## config.mk

```make
export PLATFORM = sky130hd
export DESIGN_NAME = lsu_dmem_master
export DESIGN_NICKNAME = d
export VERILOG_FILES = /design/src/rtl/lsu_dmem_master.sv
export SDC_FILE = /design/constraint.sdc
export NUM_CORES = 1
export LEC_CHECK = 0
export CAP_MARGIN = 25
export CORE_MARGIN = 2
export CORE_UTILIZATION = 50
export DETAILED_ROUTE_END_ITERATION = 12
export GPL_ROUTABILITY_DRIVEN = 0
export PLACE_DENSITY = 0.75
export SLEW_MARGIN = 20
export SYNTH_ARGS = -nofsm -noshare
export SYNTH_HDL_FRONTEND = slang
export SYNTH_SLANG_ARGS = --single-unit
```

## constraint.sdc

```tcl
create_clock -name clk -period 10.3 [get_ports clk]
set_clock_uncertainty 0.15 [all_clocks]
set_input_delay 2.06 -clock clk [delete_from_list [all_inputs] [get_ports clk]]
set_output_delay 2.06 -clock clk [all_outputs]
set_load 0.02 [all_outputs]
```

## src/rtl/lsu_dmem_master.sv

```systemverilog
// lsu_dmem_master: load/store initiator for a byte-addressed, 8-byte-wide data
// memory. It accepts one RV64I load/store at a time and aligns it to an 8-byte
// word. It generates byte-lane enables and lane-positioned write data. An access
// that crosses an 8-byte boundary becomes two word accesses when ALLOW_SPLIT=1,
// or completes with an error when ALLOW_SPLIT=0. Load data comes back sign- or
// zero-extended.
//
// Ports:
//   clk, rst        clock; asynchronous active-high reset
//   req_*           core request (valid/ready, store, funct3, addr, wdata)
//   resp_valid      one-cycle completion pulse
//   resp_err        illegal funct3 or disallowed split (held until next resp)
//   resp_rdata      extended load data, 0 for stores/errors (held)
//   mem_*           word address, lane data, byte enables, write enable, and
//                   combinational read data for mem_addr
//   dbg_state       current FSM state (IDLE=0, ACC_LO=1, ACC_HI=2, RESP=3)
//
// Handshake: a request transfers on a rising edge where req_valid && req_ready.
// req_ready is high only in IDLE. The request fields are registered on that
// edge, so the core may change them afterwards. Responses are never
// back-pressured: resp_valid is a single-cycle pulse.
module lsu_dmem_master #(
  parameter int unsigned ALLOW_SPLIT = 1
) (
  input  logic        clk,
  input  logic        rst,
  input  logic        req_valid,
  output logic        req_ready,
  input  logic        req_store,
  input  logic [2:0]  req_funct3,
  input  logic [63:0] req_addr,
  input  logic [63:0] req_wdata,
  output logic        resp_valid,
  output logic        resp_err,
  output logic [63:0] resp_rdata,
  output logic [63:0] mem_addr,
  output logic [63:0] mem_wdata,
  output logic [7:0]  mem_byte_en,
  output logic        mem_wen,
  input  logic [63:0] mem_rdata,
  output logic [1:0]  dbg_state
);

  typedef enum logic [1:0] {
    IDLE   = 2'd0,
    ACC_LO = 2'd1,
    ACC_HI = 2'd2,
    RESP   = 2'd3
  } state_t;

  localparam logic SPLIT_OK = (ALLOW_SPLIT != 0);

  state_t      state_q, state_d;
  logic [63:0] addr_q;
  logic [2:0]  funct3_q;
  logic        store_q;
  logic [63:0] wdata_q;
  logic [63:0] rd_lo_q;
  logic [63:0] resp_rdata_q;
  logic        resp_err_q;

  // Lanes touched by an access of 2**size bytes starting at byte offset off.
  // Bits [15:8] are the lanes that spill into the next word.
  function automatic logic [15:0] lane_mask(input logic [1:0] size, input logic [2:0] off);
    logic [15:0] base;
    case (size)
      2'd0:    base = 16'h0001;
      2'd1:    base = 16'h0003;
      2'd2:    base = 16'h000F;
      default: base = 16'h00FF;
    endcase
    return base << off;
  endfunction

  function automatic logic [63:0] extend(input logic [2:0] f3, input logic [63:0] r);
    logic sx;
    sx = ~f3[2];
    case (f3[1:0])
      2'd0:    return {{56{r[7] & sx}}, r[7:0]};
      2'd1:    return {{48{r[15] & sx}}, r[15:0]};
      2'd2:    return {{32{r[31] & sx}}, r[31:0]};
      default: return r;
    endcase
  endfunction

  // Request-side decode, used only to choose the state after acceptance.
  logic [15:0] req_mask;
  logic        req_illegal;
  logic        req_bad;

  assign req_mask    = lane_mask(req_funct3[1:0], req_addr[2:0]);
  assign req_illegal = req_store ? req_funct3[2] : (req_funct3 == 3'b111);
  assign req_bad     = req_illegal | ((|req_mask[15:8]) & ~SPLIT_OK);

  // Registered-request decode that drives the memory port.
  logic [15:0]  mask16;
  logic         crossing;
  logic [127:0] wd128;
  logic [5:0]   sh;
  logic [63:0]  word_addr;

  assign mask16    = lane_mask(funct3_q[1:0], addr_q[2:0]);
  assign crossing  = |mask16[15:8];
  assign sh        = {addr_q[2:0], 3'b000};
  assign wd128     = {64'b0, wdata_q} << sh;
  assign word_addr = {addr_q[63:3], 3'b000};

  // Load assembly: the low word is read in ACC_LO. For a split access it is
  // held in rd_lo_q while the high word arrives in ACC_HI. Shifting the high
  // word left by 64-sh supplies the bytes that spilled past the boundary.
  // When sh is 0 the shift amount is 64, so that term is zero.
  logic [63:0] lo_src;
  logic [63:0] hi_src;
  logic [63:0] aligned;
  logic [63:0] load_data;

  assign lo_src    = (state_q == ACC_HI) ? rd_lo_q : mem_rdata;
  assign hi_src    = (state_q == ACC_HI) ? mem_rdata : 64'd0;
  assign aligned   = (lo_src >> sh) | (hi_src << (7'd64 - {1'b0, sh}));
  assign load_data = store_q ? 64'd0 : extend(funct3_q, aligned);

  always_comb begin
    state_d     = state_q;
    req_ready   = 1'b0;
    resp_valid  = 1'b0;
    mem_addr    = 64'd0;
    mem_wdata   = 64'd0;
    mem_byte_en = 8'd0;
    mem_wen     = 1'b0;
    case (state_q)
      IDLE: begin
        req_ready = 1'b1;
        if (req_valid) state_d = req_bad ? RESP : ACC_LO;
      end
      ACC_LO: begin
        mem_addr    = word_addr;
        mem_byte_en = mask16[7:0];
        mem_wdata   = wd128[63:0];
        mem_wen     = store_q;
        state_d     = crossing ? ACC_HI : RESP;
      end
      ACC_HI: begin
        mem_addr    = word_addr + 64'd8;
        mem_byte_en = mask16[15:8];
        mem_wdata   = wd128[127:64];
        mem_wen     = store_q;
        state_d     = RESP;
      end
      default: begin
        resp_valid = 1'b1;
        state_d    = IDLE;
      end
    endcase
  end

  always_ff @(posedge clk or posedge rst) begin
    if (rst) begin
      state_q      <= IDLE;
      addr_q       <= 64'd0;
      funct3_q     <= 3'd0;
      store_q      <= 1'b0;
      wdata_q      <= 64'd0;
      rd_lo_q      <= 64'd0;
      resp_rdata_q <= 64'd0;
      resp_err_q   <= 1'b0;
    end else begin
      state_q <= state_d;
      case (state_q)
        IDLE: begin
          if (req_valid) begin
            addr_q   <= req_addr;
            funct3_q <= req_funct3;
            store_q  <= req_store;
            wdata_q  <= req_wdata;
            if (req_bad) begin
              resp_err_q   <= 1'b1;
              resp_rdata_q <= 64'd0;
            end
          end
        end
        ACC_LO: begin
          rd_lo_q <= mem_rdata;
          if (!crossing) begin
            resp_err_q   <= 1'b0;
            resp_rdata_q <= load_data;
          end
        end
        ACC_HI: begin
          resp_err_q   <= 1'b0;
          resp_rdata_q <= load_data;
        end
        default: ;
      endcase
    end
  end

  assign resp_err   = resp_err_q;
  assign resp_rdata = resp_rdata_q;
  assign dbg_state  = state_q;

endmodule

```

==> out/qor.txt <==
Status - finished clean
Largest area contributor in the netlist - dfrtp_1
H-Tree Depth - 1
Post-CTS Setup Bufs - 0
DRC viols - 0
Clk sinks - 263
Arr. time, crit path - 4530 ps
Synth unique cells - 84
Ys Warns - 0
Critical R2R Launch - addr_q[0]$_DFFE_PP0P_
Final wirelength - 73,400 um
Initial DRC Count - 2,422
Synth async-reset ratio - 100%
Multi-input logic area - 0.0122 mm^2
Hold path start - resp_rdata[9]$_DFFE_PP0P_
CP Data Required Time - 8090 ps
GR peak layer - met2
Grt met2 use - 51.7%
Startpoint types - register
Nature of the critical path endpoint - output pin
Register Area - 0.00659 mm^2
Synth top area cells - dfrtp_1 33%, mux2_2 13%, mux2i_1 9.1%
EDFF count, synth - 0
Synth top cells by count - 263 x dfrtp_1, 256 x nand2_1, 231 x mux2_2
CTS max path bufs - 3
Mapped cell area - 0.0196 mm^2
CTS tree - yes
Most frequent cell after synthesis - dfrtp_1
Initial Utilization - 50.7%
Hold Slack - 332 ps
Worst Max-Slew Pin Slew - 1080 ps
Pre-CTS WS - 4090 ps
Top FF cell, synth - dfrtp_1
Final setup vio count - 0
Port buffer count - 401
Max Fanout on Critical Path - 66
Sequential share of the synthesized area - 33.5%
RSZ-0062 raised after global routing - false
Seq cells post-synth - 263
Antenna Nets Post-Route - 0
Num CTS Buffers - 31
Cts repair resizes - 0
Pre-Repair DR Iteration Count - 9
Drt wl/cell - 25.4 um
Clk Latency, worst-skew pair - 600 ps
Final setup TNS - 0 ps
M1 GR Usage - 47.4%
Highest Clock Rate - 0.148 GHz
Routing usage on met3 - 11.3%
Synthesized area per cell - 9.56 um^2
Hold Path End - resp_rdata[9]$_DFFE_PP0P_
# rows - 72
DP HPWL - 53,100 um
Via count - 19,168
Die Wd - 202 um
Slew Limit Headroom - 28.0%
Max Cap Viol - 0
CP startpoint - addr_q[2]$_DFFE_PP0P_
# IOs - 405
NumNets Final - 2,546
CTS hold repair buffers - 0
Final hold violations - 0
Largest net degree at the start of global routing - 92
Leak Pwr - 9.72 nW
Min Tclk post-route - 6740 ps
R2R Setup Slk - 4140 ps
Worst reg2reg endpoint - resp_rdata[34]$_DFFE_PP0P_
Die Height - 202 um
Area delta synth->final - 26.6%
Peak VDD IR - 0.000225 V
Pwr Density - 374 mW/mm^2
Post-synthesis cell count - 2,056
Post-route clock period utilization - 65.4%
CTS Root Cell - clkbuf_16
Share of layout cells above drive strength 1 - 17.6%
Hold Crit Class - register to register
Antenna violations before repair - 6
Vias per inst - 6.64
Synth top area share - 33.5%
Core footprint - 0.0387 mm^2
Final setup margin - 3560 ps
R2R cell count - 10
Fill cells - 3,159
Overall routing resource usage - 35.0%
Die ar. - 0.0409 mm^2
CP Class - register to output pin
Total global routing overflow - 0
Max-slew violations - 0
Clk slew on worst S/H paths - 70 ps
Vias in the first global route - 18,238
First-pass GRT wire length - 112,000 um
Hold depth - 2
## layer usage
| layer | vias up | share of wire [%] |
|---|---|---|
| met5 | - | 0.086 |
| met4 | 8 | 5.0 |
| met3 | 257 | 13 |
| met2 | 1350 | 43 |
| met1 | 9208 | 39 |
| li1 | 8345 | - |
## cell type report
| class | count | area share, % |
|---|---|---|
| multi-input combinational | 1592 | 49.0 |
| sequential | 263 | 26.5 |
| timing repair buffer | 434 | 17.2 |
| clock buffer | 36 | 3.36 |
| tap | 518 | 2.61 |
| clock inverter | 22 | 0.991 |
| inverter | 17 | 0.292 |
| antenna | 5 | 0.0503 |
## kinds of logic after synthesis
logic type	count (synthesis)	share of synthesized area, %
simple gates	571	14.0
compound gates	551	19.4
mux	458	27.9
flops	263	33.5
buf+inv	203	4.74
fa+ha+maj	9	0.560
other cells	1	0.0191
## power by group
group | total, W | leakage (nW) | switching (W) | internal [W]
clock | 0.00116 | 0.519 | 0.000493 | 0.000666
sequential | 0.00212 | 3.21 | 0.000611 | 0.00151
combinational | 0.00602 | 5.99 | 0.00349 | 0.00253
total | 0.00930 | 9.72 | 0.00459 | 0.00471
## flip-flops by register name (all words and copies together), names as in the netlist
register    cells
store_q         1
resp_rdata     64
rd_lo_q        64
wdata_q        64
addr_q         64
dbg_state       2
resp_err        1
funct3_q        3
## through the flow
stage                     instances  instance area (um^2)  util (%)  power, W
final                          2887                 24900      64.2   0.00930
after global routing           2884                 24900      64.2   0.00976
after CTS                      2879                 24800      64.1   0.00912
after detailed placement       2821                 23700      61.3   0.00793
after global placement         2821                 23700      61.3   0.00779
after floorplan                2058                 19700         -   0.00598
## cells in the final DEF, fill, tap and decap left out, types with 53 or more instances in the layout
| cell type | count |
|---|---|
| mux2i_1 | 178 |
| dfrtp_1 | 260 |
| clkdlybuf4s50_1 | 401 |
| nand3_1 | 53 |
| a21oi_1 | 76 |
| o21ai_0 | 142 |
| mux2_2 | 231 |
| nand2_1 | 253 |
| nor2_1 | 80 |
## critical path, cell delays in order (launching register included)
cell,delay [ps]
dfrtp_2,380
buf_4,360
inv_1,820
nand2_1,440
nor2_1,680
o21ai_0,190
a21boi_0,350
clkdlybuf4s50_1,690
## worst max path at each step
stage | end | cells past startpoint
after floorplan | addr_q[0]$_DFFE_PP0P_ | 1
after global placement | mem_wdata[39] | 6
after detailed placement | mem_wdata[39] | 6
after CTS | mem_wdata[39] | 6
after global routing | mem_byte_en[1] | 7
final | mem_byte_en[1] | 7
No activity file was read; power rests on OpenSTA's default activity.
